File: config.mk
export PLATFORM = sky130hd
export DESIGN_NAME = snoop_bus_arbiter
export DESIGN_NICKNAME = d
export VERILOG_FILES = /design/src/rtl/snoop_bus_arbiter.sv
export SDC_FILE = /design/constraint.sdc
export NUM_CORES = 1
export LEC_CHECK = 0
export ABC_AREA = 1
export BUFFER_PORTS_ARGS = -buffer_cell sky130_fd_sc_hd__buf_2
export CAP_MARGIN = 20
export CORE_MARGIN = 5
export CORE_UTILIZATION = 50
export CTS_BUF_LIST = sky130_fd_sc_hd__clkbuf_8
export DETAILED_ROUTE_END_ITERATION = 8
export HOLD_SLACK_MARGIN = 0.05
export PLACE_DENSITY = 0.8
export RECOVER_POWER = 50
export SETUP_SLACK_MARGIN = 0.4
export SLEW_MARGIN = 30
export SYNTH_ARGS = -nofsm -noshare
export SYNTH_HDL_FRONTEND = slang
export SYNTH_SLANG_ARGS = --single-unit
File: constraint.sdc
create_clock -name clock -period 4.5 [get_ports clock]
set_input_delay 0.9 -clock clock [delete_from_list [all_inputs] [get_ports clock]]
set_output_delay 0.9 -clock clock [all_outputs]
set_load 0.01 [all_outputs]
File: src/rtl/snoop_bus_arbiter.sv
// Round-robin arbiter and sequencer for the shared 8-bit snooping bus.
// Grants one requester at a time; ReadMiss holds the bus until memory answers.
module snoop_bus_arbiter #(
  parameter int unsigned NUM_REQ   = 3,
  parameter logic [1:0]  Idle      = 2'b00,
  parameter logic [1:0]  ReadMiss  = 2'b01,
  parameter logic [1:0]  WriteBack = 2'b10,
  parameter int unsigned MEM_LAT   = 1
) (
  input  logic                   clock,
  input  logic                   reset,
  input  logic [NUM_REQ-1:0]     req,
  input  logic [8*NUM_REQ-1:0]   msg_in,
  output logic [NUM_REQ-1:0]     grant,
  output logic [7:0]             bus,
  output logic                   bus_valid,
  input  logic [3:0]             mem_q,
  output logic                   resp_valid,
  output logic [3:0]             resp_data,
  output logic [1:0]             resp_id
);

  localparam int unsigned CW        = (MEM_LAT > 1) ? $clog2(MEM_LAT) : 1;
  localparam logic [7:0]  IDLE_WORD = {Idle, 6'b0};

  typedef enum logic [1:0] {
    S_IDLE,
    S_DRIVE,
    S_WAIT,
    S_RESP
  } state_t;

  state_t               state_q, state_d;
  logic [1:0]           ptr_q, ptr_d;
  logic [1:0]           owner_q, owner_d;
  logic [CW-1:0]        cnt_q, cnt_d;
  logic [NUM_REQ-1:0]   grant_q, grant_d;
  logic [7:0]           bus_q, bus_d;
  logic                 bus_valid_q, bus_valid_d;
  logic                 resp_valid_q, resp_valid_d;
  logic [3:0]           resp_data_q, resp_data_d;
  logic [1:0]           resp_id_q, resp_id_d;

  logic                 found;
  logic [1:0]           win;
  logic [2:0]           idx;

  // Rotating priority scan: first set req bit starting at ptr, wrapping mod NUM_REQ.
  always_comb begin
    found = 1'b0;
    win   = '0;
    idx   = '0;
    for (int unsigned i = 0; i < NUM_REQ; i++) begin
      idx = {1'b0, ptr_q} + 3'(i);
      if (idx >= 3'(NUM_REQ)) idx = idx - 3'(NUM_REQ);
      if (!found && req[idx[1:0]]) begin
        found = 1'b1;
        win   = idx[1:0];
      end
    end
  end

  always_comb begin
    state_d      = state_q;
    ptr_d        = ptr_q;
    owner_d      = owner_q;
    cnt_d        = cnt_q;
    grant_d      = '0;
    bus_d        = bus_q;
    bus_valid_d  = bus_valid_q;
    resp_valid_d = 1'b0;
    resp_data_d  = resp_data_q;
    resp_id_d    = resp_id_q;

    unique case (state_q)
      S_IDLE: begin
        if (found) begin
          state_d      = S_DRIVE;
          grant_d[win] = 1'b1;
          bus_d        = msg_in[{win, 3'b000} +: 8];
          bus_valid_d  = 1'b1;
          owner_d      = win;
          ptr_d        = (win == 2'(NUM_REQ - 1)) ? 2'd0 : win + 2'd1;
        end else begin
          bus_d       = IDLE_WORD;
          bus_valid_d = 1'b0;
        end
      end
      S_DRIVE: begin
        unique case (bus_q[7:6])
          ReadMiss: begin
            state_d = S_WAIT;
            cnt_d   = CW'(MEM_LAT - 1);
          end
          WriteBack: begin
            state_d     = S_IDLE;
            bus_d       = IDLE_WORD;
            bus_valid_d = 1'b0;
          end
          default: begin
            state_d     = S_IDLE;
            bus_d       = IDLE_WORD;
            bus_valid_d = 1'b0;
          end
        endcase
      end
      S_WAIT: begin
        if (cnt_q == '0) begin
          state_d      = S_RESP;
          resp_valid_d = 1'b1;
          resp_data_d  = mem_q;
          resp_id_d    = owner_q;
          bus_d        = IDLE_WORD;
          bus_valid_d  = 1'b0;
        end else begin
          cnt_d = cnt_q - CW'(1);
        end
      end
      S_RESP: begin
        state_d = S_IDLE;
      end
      default: begin
        state_d = S_IDLE;
      end
    endcase
  end

  always_ff @(posedge clock) begin
    if (reset) begin
      state_q      <= S_IDLE;
      ptr_q        <= '0;
      owner_q      <= '0;
      cnt_q        <= '0;
      grant_q      <= '0;
      bus_q        <= '0;
      bus_valid_q  <= 1'b0;
      resp_valid_q <= 1'b0;
      resp_data_q  <= '0;
      resp_id_q    <= '0;
    end else begin
      state_q      <= state_d;
      ptr_q        <= ptr_d;
      owner_q      <= owner_d;
      cnt_q        <= cnt_d;
      grant_q      <= grant_d;
      bus_q        <= bus_d;
      bus_valid_q  <= bus_valid_d;
      resp_valid_q <= resp_valid_d;
      resp_data_q  <= resp_data_d;
      resp_id_q    <= resp_id_d;
    end
  end

  assign grant      = grant_q;
  assign bus        = bus_q;
  assign bus_valid  = bus_valid_q;
  assign resp_valid = resp_valid_q;
  assign resp_data  = resp_data_q;
  assign resp_id    = resp_id_q;

endmodule

# [Word-level counts from Yosys, hierarchy flattened]
# Index checks and enable logic that the tools add are counted.
[totals] regBits=26 latch_bits=0 mem_bits_rw=0 rom_bits=0 inputBits=33 output_inout_bits=19 elab_cells=88 n_memories=0
[classes] add_sub_neg=7 multipliers=0 n_div=0 n_lt_le_gt_ge=8 n_eq_ne=9 shifts=1 mux=34 n_bitwise=4 n_reduce_logical=15
[ops] operator="2-to-1 mux 8 bit" count=3
[ops] operator="case mux 8 bit (3 select lines)" count=1
[ops] operator="variable part select 24 x 6 -> 8 bit" count=1
[ops] operator="2-to-1 mux 2 bit" count=10
[ops] operator="2-to-1 mux 1 bit" count=13
[ops] operator="less-than comparator 2 x 3 -> 1 bit (second input constant)" count=4
[ops] operator="!= test 2 bit (second input constant)" count=4
[ops] operator="case mux 2 bit (4 select lines)" count=1
[ops] operator="AND reduction 2 bit" count=4
[ops] operator="binary-select mux 1 bit (select 2 bit)" count=3
[ops] operator="== test 2 bit (second input constant)" count=3
[ops] operator=">= comparator 3 x 2 -> 1 bit (second input constant)" count=2
[ops] operator="subtractor 2 bit (second input constant)" count=3
[ops] operator="== test 2 x 1 -> 1 bit (second input constant)" count=2
[ops] operator="NOT 1 bit" count=4
[ops] operator="adder 2 x 1 -> 3 bit (second input constant)" count=1
[ops] operator="adder 2 x 2 -> 3 bit (second input constant)" count=1
[ops] operator="logical AND 1 bit" count=3
[ops] operator="case mux 1 bit (3 select lines)" count=1
[ops] operator="AND reduction 3 bit" count=1
[ops] operator="nonzero test 3 bit" count=1
[ops] operator="OR reduction 3 bit" count=1
[ops] operator="adder 2 x 1 -> 2 bit (second input constant)" count=1
[ops] operator="demux 1 bit (select 2 bit)" count=1
[ops] operator="other kinds (8)" count=9

# [Depth between registers and ports, before layout]
[logic_depth] word_depth=15 depth_mapped=14 depth_no_buf=14

# [Worst setup path after synthesis]
# No wires, ideal clock.
[synth_path] path_kind="input to register" startpoint="input req[2]" endpoint="register bus_q[0], in the netlist bus[0]" setup_ns=0.132 arrival_ns=1.841 required_ns=4.368 setup_slack_ns=2.526 path_stages=10 n_path_buf=1 path_cell_list="inv_2 > o21ai_2 > nand2_4 > nand3_1 > nand2_1 > nor2_2 > buf_6 > nand3_1 > nand3_1 > a21oi_1"
[synth_via] elab_chain_len=12 elab_cells_between_ends=19
[synth_rtl] item="start, declared" line="12" source="input logic [NUM_REQ-1:0] req,"
[synth_rtl] item="binary-select mux 1 bit (select 2 bit)" line="56" source="if (!found && req[idx[1:0]]) begin"
[synth_rtl] item="2-to-1 mux 1 bit (implied by the code)" line="56"
[synth_rtl] item="2-to-1 mux 1 bit" line="56"
[synth_rtl] item="zero test 1 bit" line="56"
[synth_rtl] item="logical AND 1 bit" line="56"
[synth_rtl] item="2-to-1 mux 1 bit" line="56"
[synth_rtl] item="zero test 1 bit" line="56"
[synth_rtl] item="logical AND 1 bit" line="56"
[synth_rtl] item="2-to-1 mux 2 bit" line="56"
[synth_rtl] item="variable part select 24 x 6 -> 8 bit" line="80" source="bus_d = msg_in[{win, 3'b000} +: 8];"
[synth_rtl] item="2-to-1 mux 8 bit *" line="77" source="if (found) begin"
[synth_rtl] item="case mux 8 bit (3 select lines) *" line="75" source="unique case (state_q)"
[synth_rtl] item="end signal, assigned" line="146" source="bus_q <= bus_d;"
[synth_rtl] item="end, declared" line="38" source="logic [7:0] bus_q, bus_d;"
# Every way passes the cells marked *; elsewhere a longest branch is shown, timed or not. The select of a mux whose other input is x is not followed.
# A chain may end at the register's enable or synchronous reset.

# [Final worst setup path]
[layout_path] startpoint="register ptr_q[0]" endpoint="register bus_q[6], in the netlist bus[6]"
[layout_via] elab_chain_len=14 elab_cells_between_ends=30
[layout_rtl] item="start, declared" line="34" source="logic [1:0] ptr_q, ptr_d;"
[layout_rtl] item="start signal, assigned" line="142" source="ptr_q <= ptr_d;"
[layout_rtl] item="parallel branches: the longest is 12 deep, another holds adder 2 x 1 -> 3 bit"
[layout_rtl] item="2-to-1 mux 8 bit *" line="77"
[layout_rtl] item="case mux 8 bit (3 select lines) *" line="75"
# Every way passes the cells marked *. The select of a mux whose other input is x is not followed.

==> run summary <==
Setup repair after global routing left no endpoint under its margin. For the post-CTS repair timing setup buffer count, the log shows 0. For this run, asynchronously set or reset flops after synthesis account for 0%. After synthesis the netlist holds a flip-flop and latch count of 25. The total half-perimeter wirelength after legalization and detailed placement is 2790 um, and the number of global-route vias before repair is 1355. The final net count came out at 301. After Yosys synthesis, XOR and XNOR cells account for 0% of the synthesized area.

For this design the static power due to leakage is 0.856 nW. The flow ran to the end, and the final reports show no timing, DRC or antenna violations. Summing over every cut layer, the via total after detailed routing is 1489. Cells fill 63.4% of the core in the end. Clock sink count: 25. The number of library cell types mapped by synthesis came out at 25. The total negative slack is 0 ns. The cell type with the highest aggregate area in the netlist was sky130_fd_sc_hd__dfxtp_1. Global routing used 17.5% of the available tracks across all layers. The compound-gate portion of the synthesized area came out at 9.25%. The initial utilization of the core area, before any placement, comes to 52.5%.

In the final routed layout, each cell accounts on average for 12.3 um. Clock-pin slew was measured on the worst setup and hold paths at 0.08 ns. The critical path start-end classification was register to register. The filler cells instantiated in the layout total 284. The growth of design area from synthesis to finish was 20.6%; the total count of max-transition violations in the final report was 0. TritonCTS built the clock tree. The number of instances resized during post-cts repair is 0.

Derived from the worst setup path, the maximum achievable clock frequency is 426 MHz. The number of warnings reported in the yosys synthesis log was 0. On the worst path, the slowest cell contributes a delay of 0.41 ns. The synthesized area came out at 1460 um^2. In this run the worst hold path is classified as register to register. Number of top-level pins: 52. At the later pin of the worst-skew pair, clock insertion delay measures 0.26 ns. The design draws 0.00125 W. Synthesis produced a netlist whose cell count is 206.

By area the synthesized netlist is led by sky130_fd_sc_hd__dfxtp_1 34%, sky130_fd_sc_hd__nand2_1 13%, sky130_fd_sc_hd__nand3_1 13%, sky130_fd_sc_hd__ha_1 7.7%, sky130_fd_sc_hd__nor2_1 4.4%. The number of routed nets with antenna violations is 0. Dividing the detail-routed via count by the number of cells gives 5.15.

Largest net degree at the start of global routing: 15. The synthesized netlist devotes 7.71% of its cell area to adder and majority cells. The count of buffers added on input and output ports is 51. The final hold violation count came out at 0.

The register area share after synthesis came out at 34.2%. The number of H-tree levels came out at 1. For the pin with the worst max-slew slack, the measured transition is 0.567 ns.

Data on the critical path is required at its endpoint by 4.69 ns. The first detailed-routing pass ran for 4 iterations. Cells with a size suffix above 1 make up 24.0% of the layout. For the maximum resistive drop on vdd, the log shows 0.438 mV. The tools report the startpoint kind of the worst setup timing path as a register.

The initial antenna violation count came out at 0. The number of setup violations in the final report was 0; the maximum buffer depth of the clock tree was 2. At the end of routability-driven placement, the weighted congestion stood at 0.866.

The most common cell in the synthesized netlist is sky130_fd_sc_hd__nand2_1. Between clock sinks in the finished design, the worst skew comes to 0.00243 ns. The signal on the critical path passes through inv_1, ha_1, inv_2, nand2_1, nand3_1, nand2_2, nand3_2, nor2_2, nor2_2, inv_2, nand2_1, nand3_1, a21oi_1. The area enclosed by the die boundary is 4100 um^2. Measured along the x axis, the die boundary spans 64.1 um. In this run the tightest slew margin relative to its limit is 62.2%. The top fanout value on the critical path was 12. After detailed routing, the total wire length is 3570 um. The main combinational cell family by area after synthesis was simple AND/OR/NAND/NOR gates. The clock tree root buffer cell is sky130_fd_sc_hd__clkbuf_8.

The first-iteration detailed-routing DRC count came out at 128. In this run, synthesis inferred 0 flip-flops with an integrated enable. The region available for standard cell placement spans 2780 um^2. The tool flagged a number of max-cap violations equal to 0. The final clock period utilization by the worst path is 52.1%. The area share of the leading cell type in the synthesized netlist works out to 34.2%. At the worst endpoint, the arrival time is 2.54 ns. The clock period could shrink to 2.35 ns. The global-route wire length before repair is 6040 um, and the total power density per cell area is 707 nW/um^2.

Synthesis produced a netlist with a net count of 248. The number of antenna diodes in the final layout is 0. Clock tree synthesis inserted a total of 3 buffers. The multiplexer fraction of the synthesized cell area was 0%; the sum of overflow across all layers after global routing was 0. In this run the vertical extent of the chip is 64.1 um. The total DRC errors in the routed layout came out at 0.

Simple-gate area share of the yosys netlist: 41.5%. Number of buffers inserted for hold repair after clock tree synthesis: 0. The cell with the largest stage delay on the worst path was sky130_fd_sc_hd__nor2_2. Dividing the synthesized area by the synthesized cell count gives 7.09 um^2. Critical path capture point type: a register. The most used flip-flop cell after synthesis was sky130_fd_sc_hd__dfxtp_1.

After floorplanning, the core was divided into 19 placement rows. By count the netlist is led by 50 x sky130_fd_sc_hd__nand2_1, 37 x sky130_fd_sc_hd__nand3_1, 25 x sky130_fd_sc_hd__dfxtp_1.
-- cells in the final DEF, fill, tap and decap left out, types with 3 or more instances in the layout --
cell and instances:
sky130_fd_sc_hd__nand2_1 50, sky130_fd_sc_hd__inv_2 6, sky130_fd_sc_hd__nand2_2 4, sky130_fd_sc_hd__dfxtp_1 25
sky130_fd_sc_hd__inv_1 14, sky130_fd_sc_hd__clkbuf_8 3, sky130_fd_sc_hd__o21ai_0 8, sky130_fd_sc_hd__nand3_2 4
sky130_fd_sc_hd__nand3_1 37, sky130_fd_sc_hd__ha_1 9, sky130_fd_sc_hd__buf_2 35, sky130_fd_sc_hd__nor2_1 17
sky130_fd_sc_hd__clkbuf_1 16, sky130_fd_sc_hd__o22ai_1 3, sky130_fd_sc_hd__a21oi_1 11
-- stage by stage --
step / area (um^2) / setup slack (ns) / instances / hold WS (ns)
floorplan: 1460 / 2.53 / 206 / 0.432
global placement: 1740 / 2.06 / 285 / 0.453
detailed placement: 1740 / 2.01 / 285 / 0.456
CTS: 1780 / 2.16 / 289 / 0.469
global route: 1760 / 1.83 / 289 / 0.492
finish: 1760 / 2.15 / 289 / 0.470
-- logic make-up (layout without fill, tap and decap cells) --
| family | Yosys count | after routing |
|---|---|---|
| and+or+nand+nor | 122 | 122 |
| DFF | 25 | 25 |
| AOI/OAI and AO/OA | 25 | 25 |
| adders and majority gates | 9 | 9 |
| buffers and inverters | 25 | 77 |
-- layout make-up --
type	count	area (um^2)	share of cell area [%]
inverters	22	87.6	4.97
clock inverters	1	5.00	0.284
well taps	31	38.8	2.20
clock buffers	3	41.3	2.34
flip-flops and latches	25	500	28.4
repair buffers	51	235	13.3
multi-input cells	156	855	48.5
-- path summary, 6_finish.rpt --
path	slack (ns)	to	cells past startpoint	startpoint
worst min register to register	0.47	bus[0]$_SDFFE_PP0P_	2	bus[0]$_SDFFE_PP0P_
worst min-delay path	0.47	bus[0]$_SDFFE_PP0P_	2	bus[0]$_SDFFE_PP0P_
worst max register to register	2.15	bus[6]$_SDFFE_PP0P_	13	ptr_q[0]$_SDFFE_PP0P_
worst max-delay path	2.15	bus[6]$_SDFFE_PP0P_	13	ptr_q[0]$_SDFFE_PP0P_
-- metal layers --
layer	vias up	routed length (um)	track usage (%)
met5	-	0	0
met4	0	11	1.56
met3	2	340	5.60
met2	50	1600	29.1
met1	656	1610	22.9
li1	781	-	-
-- worst max-delay path, delay by kind of cell, from the launching register on --
family	cells	cell delay [ns]
and+or+nand+nor	8	1.02
buffers and inverters	3	0.39
DFF	1	0.36
adders and majority gates	1	0.38
AOI/OAI and AO/OA	1	0.13
-- state kept, by name, summed over array words and instances, names as in the netlist, named ones only --
| register | flops |
|---|---|
| resp_valid | 1 |
| owner_q | 2 |
| state_q | 1 |
| grant | 3 |
| bus_valid | 1 |
| bus | 8 |
| resp_data | 4 |
| resp_id | 2 |
| ptr_q | 2 |
-- where the power goes --
part	internal, W	switching [W]	leakage, nW
clock network	0.0000617	0.0000643	0.0255
registers	0.000279	0.0000288	0.204
logic	0.000265	0.000548	0.627
(Power assumes the default switching activity.)
